## src/rtl/mem_arbiter_pkg.sv

```systemverilog
`default_nettype none
// ============================================================================
// Module : mem_arbiter_pkg
// Brief  : Shared state encoding and constants for the two-master bus arbiter.
// Rev    : 1.0  initial release
// ============================================================================
package mem_arbiter_pkg;

    typedef enum logic [1:0] {
        ST_IDLE   = 2'd0,
        ST_GRANT0 = 2'd1,
        ST_GRANT1 = 2'd2
    } arb_state_t;

    localparam logic [31:0] c_ERR_RDATA_DEFAULT = 32'hDEAD_BEEF;
    localparam logic [7:0]  c_ERR_COUNT_MAX     = 8'hFF;

endpackage
`default_nettype wire

```

## src/rtl/bus_watchdog.sv

```systemverilog
`default_nettype none
// ============================================================================
// Module : bus_watchdog
// Brief  : Cycle counter that flags expiry after TIMEOUT enabled cycles.
// Rev    : 1.0  initial release
// ============================================================================
module bus_watchdog #(
    parameter int TIMEOUT   = 255,
    parameter int TIMEOUT_W = 8
) (
    input  logic clk,
    input  logic reset,
    input  logic i_clear,
    input  logic i_count_en,
    output logic o_expire
);

    localparam logic [TIMEOUT_W-1:0] c_LAST = TIMEOUT_W'(TIMEOUT - 1);

    logic [TIMEOUT_W-1:0] r_count;

    always_ff @(posedge clk or posedge reset) begin
        if (reset) begin
            r_count <= '0;
        end else if (i_clear) begin
            r_count <= '0;
        end else if (i_count_en) begin
            r_count <= r_count + 1'b1;
        end
    end

    assign o_expire = (r_count == c_LAST);

endmodule
`default_nettype wire

```

## src/rtl/mem_arbiter.sv

```systemverilog
`default_nettype none
// ============================================================================
// Module : mem_arbiter
// Brief  : Round-robin two-master arbiter with watchdog error completion.
// Rev    : 1.0  initial release
// ============================================================================
module mem_arbiter
    import mem_arbiter_pkg::*;
#(
    parameter int          TIMEOUT   = 255,
    parameter int          TIMEOUT_W = 8,
    parameter logic [31:0] ERR_RDATA = c_ERR_RDATA_DEFAULT
) (
    input  logic        clk,
    input  logic        reset,
    input  logic        m0_valid,
    input  logic [31:0] m0_addr,
    input  logic [31:0] m0_wdata,
    input  logic [3:0]  m0_wstrb,
    output logic        m0_ready,
    output logic [31:0] m0_rdata,
    input  logic        m1_valid,
    input  logic [31:0] m1_addr,
    input  logic [31:0] m1_wdata,
    input  logic [3:0]  m1_wstrb,
    output logic        m1_ready,
    output logic [31:0] m1_rdata,
    output logic        s_valid,
    output logic [31:0] s_addr,
    output logic [31:0] s_wdata,
    output logic [3:0]  s_wstrb,
    input  logic        s_ready,
    input  logic [31:0] s_rdata,
    output logic        err_irq,
    output logic [31:0] err_addr,
    output logic [7:0]  err_count
);

    arb_state_t  r_state;
    arb_state_t  w_state_next;
    logic        r_last_grant;
    logic        w_last_grant_next;
    logic [31:0] r_err_addr;
    logic [7:0]  r_err_count;

    logic        w_granted;
    logic        w_sel;
    logic        w_req_valid;
    logic        w_expire;
    logic        w_timeout;
    logic        w_done;
    logic [31:0] w_rdata;

    bus_watchdog #(
        .TIMEOUT   (TIMEOUT),
        .TIMEOUT_W (TIMEOUT_W)
    ) u_watchdog (
        .clk        (clk),
        .reset      (reset),
        .i_clear    (r_state == ST_IDLE),
        .i_count_en (w_granted & ~s_ready),
        .o_expire   (w_expire)
    );

    // Master mux and response steering, decoded from the registered grant.
    always_comb begin
        w_granted   = (r_state != ST_IDLE);
        w_sel       = (r_state == ST_GRANT1);
        w_req_valid = w_sel ? m1_valid : m0_valid;
        s_valid     = w_granted & w_req_valid;
        s_addr      = '0;
        s_wdata     = '0;
        s_wstrb     = '0;
        if (w_granted) begin
            s_addr  = w_sel ? m1_addr  : m0_addr;
            s_wdata = w_sel ? m1_wdata : m0_wdata;
        end
        if (s_valid) begin
            s_wstrb = w_sel ? m1_wstrb : m0_wstrb;
        end
        w_timeout = s_valid & ~s_ready & w_expire;
        w_done    = (s_valid & s_ready) | w_timeout;
        w_rdata   = w_timeout ? ERR_RDATA : s_rdata;
        m0_ready  = (r_state == ST_GRANT0) & w_done;
        m1_ready  = (r_state == ST_GRANT1) & w_done;
        m0_rdata  = (r_state == ST_GRANT0) ? w_rdata : '0;
        m1_rdata  = (r_state == ST_GRANT1) ? w_rdata : '0;
        err_irq   = w_timeout;
    end

    always_comb begin
        w_state_next      = r_state;
        w_last_grant_next = r_last_grant;
        case (r_state)
            ST_IDLE: begin
                if (m0_valid && m1_valid) begin
                    w_state_next = r_last_grant ? ST_GRANT0 : ST_GRANT1;
                end else if (m0_valid) begin
                    w_state_next = ST_GRANT0;
                end else if (m1_valid) begin
                    w_state_next = ST_GRANT1;
                end
            end
            ST_GRANT0, ST_GRANT1: begin
                // A master abandoning its request forfeits the grant silently.
                if (!w_req_valid) begin
                    w_state_next = ST_IDLE;
                end else if (w_done) begin
                    w_state_next      = ST_IDLE;
                    w_last_grant_next = w_sel;
                end
            end
            default: w_state_next = ST_IDLE;
        endcase
    end

    always_ff @(posedge clk or posedge reset) begin
        if (reset) begin
            r_state      <= ST_IDLE;
            r_last_grant <= 1'b1;
            r_err_addr   <= '0;
            r_err_count  <= '0;
        end else begin
            r_state      <= w_state_next;
            r_last_grant <= w_last_grant_next;
            if (w_timeout) begin
                r_err_addr <= s_addr;
                if (r_err_count != c_ERR_COUNT_MAX) begin
                    r_err_count <= r_err_count + 8'd1;
                end
            end
        end
    end

    assign err_addr  = r_err_addr;
    assign err_count = r_err_count;

endmodule
`default_nettype wire

```

## config.mk

```make
export PLATFORM = sky130hd
export DESIGN_NAME = mem_arbiter
export DESIGN_NICKNAME = d
export VERILOG_FILES = /design/src/rtl/mem_arbiter_pkg.sv /design/src/rtl/bus_watchdog.sv /design/src/rtl/mem_arbiter.sv
export SDC_FILE = /design/constraint.sdc
export NUM_CORES = 1
export LEC_CHECK = 0
export BUFFER_PORTS_ARGS = -buffer_cell sky130_fd_sc_hd__buf_2
export CAP_MARGIN = 15
export CELL_PAD_IN_SITES_DETAIL_PLACEMENT = 2
export CELL_PAD_IN_SITES_GLOBAL_PLACEMENT = 2
export CORE_UTILIZATION = 21
export DETAILED_ROUTE_END_ITERATION = 8
export GPL_TIMING_DRIVEN = 0
export PLACE_DENSITY = 0.86
export SYNTH_ARGS = -nofsm -noshare
export SYNTH_HDL_FRONTEND = slang
export SYNTH_SLANG_ARGS = --single-unit
```

## constraint.sdc

```tcl
create_clock -name clk -period 4.9 [get_ports clk]
set_input_delay 0.98 -clock clk [delete_from_list [all_inputs] [get_ports clk]]
set_output_delay 0.98 -clock clk [all_outputs]
set_load 0.005 [all_outputs]
```

**After elaboration in Yosys (flattened, before gate mapping)**

Index checks and enable logic that the tools add are counted.

- Memories: 0
- RAM bits: 0
- Memory bits (read-only): 0
- Flip-flop bits (word level): 51
- Output and inout bits: 176
- Bits in latches: 0

- Reduce and logical (&&, ||, !) cells: 8
- Add/subtract/negate cells: 2
- Bitwise operators: 9
- Mux-type cells: 19
- Equality and inequality tests: 6
- Magnitude comparators: 0
- Multipliers: 0
- Divide/modulo/power cells: 0
- Shifts and indexed selects: 0

Operators by type and width:

| kind | number |
|---|---|
| $mux 32 | 7 |
| $add 8x1->8 const B | 2 |
| $mux 8 | 2 |
| $mux 2 | 6 |
| $eq 8x8->1 const B | 1 |
| $mux 4 | 2 |
| $ne 8x8->1 const B | 1 |
| $and 1x1->1 | 7 |
| $ne 4x4->1 const B | 1 |
| $pmux 2 s2 | 1 |
| $reduce_and 2->1 | 2 |
| $reduce_bool 2->1 | 2 |
| $ne 3x3->1 const B | 1 |
| $reduce_and 3->1 | 1 |
| $eq 2x1->1 const B | 1 |
| $eq 2x2->1 const B | 1 |
| $logic_not 2->1 | 1 |
| $reduce_or 2->1 | 1 |
| $logic_and 1x1->1 | 1 |
| $mux 1 | 1 |
| $not 1->1 | 1 |
| $or 1x1->1 | 1 |

**Longest topological paths before layout**

- Word-level depth: 9
- Mapped depth: 9

**By module**

From an unflattened synthesis, not the netlist that was laid out.

- Cells, all modules: 500
- Area, all modules: 3786.1 um^2

Modules (own cells, without submodules):

| module | sequential area each (um^2) | cells an instance | instances | area an instance (um^2) |
|---|---|---|---|---|
| mem_arbiter | 1077.3 | 458 | 1 | 3379.5 |
| bus_watchdog | 200.2 | 42 | 1 | 406.6 |

**Worst setup path after synthesis**

OpenSTA, ideal clock, no wires.

- Path kind: in2out
- Start point: input port s_ready
- End point: output port m1_rdata[19]
- Stages on the path: 7
- Arrival time: 1991 ps
- Buffers on the path: 3
- Data required time: 3920 ps
- Setup slack: 1929 ps
- Cell sequence: clkbuf_1 -> nor2_1 -> nand4b_4 -> inv_2 -> buf_6 -> buf_4 -> o21a_1

- Longest elaborated chain between the ends: 5

RTL lines:

| item | line | text |
|---|---|---|
| from (decl) | mem_arbiter.sv:32 | `input logic s_ready,` |
| $not 1->1 | mem_arbiter.sv:81 | `w_timeout = s_valid & ~s_ready & w_expire;` |
| $and 1x1->1 (2 in series) | mem_arbiter.sv:81 |  |
| net err_irq | mem_arbiter.sv:34 | `output logic err_irq,` |
| $mux 32 | mem_arbiter.sv:83 | `w_rdata = w_timeout ? ERR_RDATA : s_rdata;` |
| $mux 32 | mem_arbiter.sv:87 | `m1_rdata = (r_state == ST_GRANT1) ? w_rdata : '0;` |
| to (decl) | mem_arbiter.sv:27 | `output logic [31:0] m1_rdata,` |

The timed path passes the listed nets, and every way through them passes these cells.

**Final worst setup path**

- Start point: input port s_ready
- End point: output port m0_ready

- Longest elaborated chain between the ends: 5
- Elaborated cells on any way between the ends: 6
- Classes of those cells: bitwise (6)

RTL lines:

| item | line | text |
|---|---|---|
| $not 1->1 | mem_arbiter.sv:81 |  |
| $and 1x1->1 (2 in series) | mem_arbiter.sv:81 |  |
| $or 1x1->1 (*) | mem_arbiter.sv:82 | `w_done = (s_valid & s_ready) \| w_timeout;` |
| $and 1x1->1 (*) | mem_arbiter.sv:84 | `m0_ready = (r_state == ST_GRANT0) & w_done;` |
| to (decl) | mem_arbiter.sv:20 | `output logic m0_ready,` |

Mark *: on every way between the ends. The rest lies on a longest branch, timed or not.

==> flow_summary.ini <==
[grt]
gr-usage-all-layers = 0.1839
grt_pass1_wl_mm = 26.21
grt_max_degree = 38
antenna_found_initial = 1
overflow = 0
grt_pass1_vias = 4713

[power]
p_sw_frac = 0.4573
ir_drop_uv = 147.0
clock_power_share = 0.142
seqPwrFrac = 0.183
p_sw_uw = 1143
cellPowerDensity_nw_per_um2 = 414.8
p_int_uw = 1357
p_leak_uw = 0.003539
combinationalPowerShare = 0.675

[place]
port_buffers = 347
place_congestion = 0.7724
pre_cts_slack_ns = 1.448
dpl.hpwl_mm = 15.27

[clock_tree]
hold_buffers = 0
htreeDepth = 2
cts_buffer_depth = 2
cts_root_buf = clkbuf_16
cts_tree = built
clkTransAtPathRegs_ns = 0.07
cts_setup_buffers = 0
cts_made_buffers = 5
worstSkewPairLatency_ns = 0.29
cts.repair.resized = 0
cts.sinks = 51

[final_layout]
utilization = 0.3354
multi_input_area_um2 = 2321
layout_common_cells = 353 x buf_2, 82 x nor2_1, 68 x mux2i_1
final_nets = 939
layout_commonest_cell = buf_2
area_growth_pct = 56.98
fillerInstances = 2158
diodes = 0
drive_gt1_frac = 0.5480
ff_latch_area_um2 = 1277

[setup_path]
r2r_start = r_state[0]
cp-end-kind = output pin
crit_type = input pin to output pin
startpoint_type = input pin
r2r_cells = 8
worstPathRequired_ns = 3.92
regToRegSetupSlack_ns = 2.88
critPathCapture = m0_ready
startpoint = s_ready
arrival_ns = 2.44
critPathMaxFanout = 10
r2r-end = err_addr[12]

[routing]
ant_nets = 0
avgViaCountPerCell = 4.538
drc = 0
wl_mm = 18.07
vias = 4493
wl_per_cell_um = 18.25
drtIter0Drc = 85
drtPass1Iterations = 4

[synthesis]
syn_area_um2 = 3839
yosysSeqAreaShare = 0.3328
synth_edf_count = 0
synth_ff_type = dfrtp_1
yosys.area.top_type = dfrtp_1
ys_top_cells_by_area = dfrtp_1 33%, mux2i_1 18%, mux2_2 10%, o21a_1 9.4%, nor2_1 8.0%
ys_types = 38
ys_warn_count = 0
postSynthCellCount = 405
ys_ff_latch = 51
synth.avg_cell_area_um2 = 9.478
synth_top_area_share = 0.3259
async_reset_ff_frac = 1.000
syn_nets = 584

[sta]
worstMarginPinSlew_ns = 0.6079
period_needed_ns = 3.416
finalClockSkew_ns = 0.006642
setup_tns_ns = 0
hold_viol = 0
finalMaxSlewViolations = 0
finalSetupViolCount = 0
hold_ws_ns = 0.4901
worst_slack_ns = 1.484
fin_crit_sh = 0.6972
rsz0062_at_grt = no
relSlewSlack = 0.5947
fmax_mhz = 292.7

[die]
dieWidth_um = 137.2
fp-row-count = 49
die-area_um2 = 18820
start_util = 0.2137
die_h_um = 137.2
top_level_ports = 349
core-area_um2 = 17960

[outcome]
status = completed

[worst_hold_path]
hp-class = flop to flop

[run]
max-cap-violations = 0
[worst max-delay path: stages]
cell and delay (ns):
clkbuf_1 0.22, nor2_1 0.23, nand4b_4 0.17, inv_2 0.14, buf_6 0.18, a21oi_1 0.07
nor2b_1 0.26, buf_2 0.17
[through the flow]
step           area, um^2  std cells  power (uW)
6_report             6026        990        2500
5_1_grt              6026        990        2729
4_1_cts              6026        990        2558
3_5_place_dp         5882        982        2184
3_3_place_gp         5862        981        2138
2_1_floorplan        3839        405        1397
[Yosys cell counts (3+ instances only)]
cell and number:
and3_1 17, a21oi_1 6, nor2b_1 4, nor2_1 82, mux2i_1 68, ha_1 6, buf_2 6, nand2_1 6
inv_1 7, o21a_1 48, xor2_1 7, nand3_1 5, buf_6 5, nor3_1 3, buf_4 8, mux2_2 35
dfrtp_1 50, clkbuf_1 17
[sequential cells by signal (all words and copies together) (netlist names)]
register            count
r_state                 2
u_watchdog.r_count      8
r_last_grant            1
err_count               8
err_addr               32
[power by group through the flow]
stage | clock [uW] | sequential (uW) | combinational [uW]
after floorplan | 0 | 461 | 936
after global placement | 0 | 464 | 1670
after detailed placement | 0 | 465 | 1720
after CTS | 374 | 457 | 1730
after global routing | 395 | 461 | 1870
final | 356 | 457 | 1690
[cells by family (layout without fill, tap and decap cells)]
group	after synthesis	in the layout	share of synthesized area
adder cells (fa/ha/maj)	6	6	0.01956
buffers and inverters	44	400	0.06258
AND/OR/NAND/NOR	127	127	0.1578
flip-flops	51	51	0.3328
multiplexers	105	105	0.2888
AO/OA/AOI/OAI	63	63	0.1180
XOR/XNOR	9	9	0.02054
[area by class of cell]
type,count,area share
clock inverter,3,0.003115
multi-input combinational,310,0.3852
timing repair buffer,348,0.2915
clock buffer,5,0.02076
buffer,36,0.03488
sequential,51,0.2120
tap,229,0.04755
inverter,8,0.004983
[routing by layer]
layer  up-vias  wire [um]  track usage  share of wire
li1       2126          -            -              -
met1      2197       7227       0.2190           0.40
met2       142       9399       0.3258           0.52
met3        26       1135      0.05040          0.063
met4         2        292      0.04212          0.016
met5         -         13            0        0.00072
[how the worst min path moves through the flow]
stage / start / to / cells past startpoint
finish: err_addr[12] / err_addr[12] / 1
global route: err_addr[16] / err_addr[16] / 1
CTS: err_addr[12] / err_addr[12] / 1
detailed placement: err_addr[12] / err_addr[12] / 1
global placement: err_addr[12] / err_addr[12] / 1
floorplan: r_state[1] / r_state[1] / 1
Note: power is estimated with default switching activity, not from simulation.
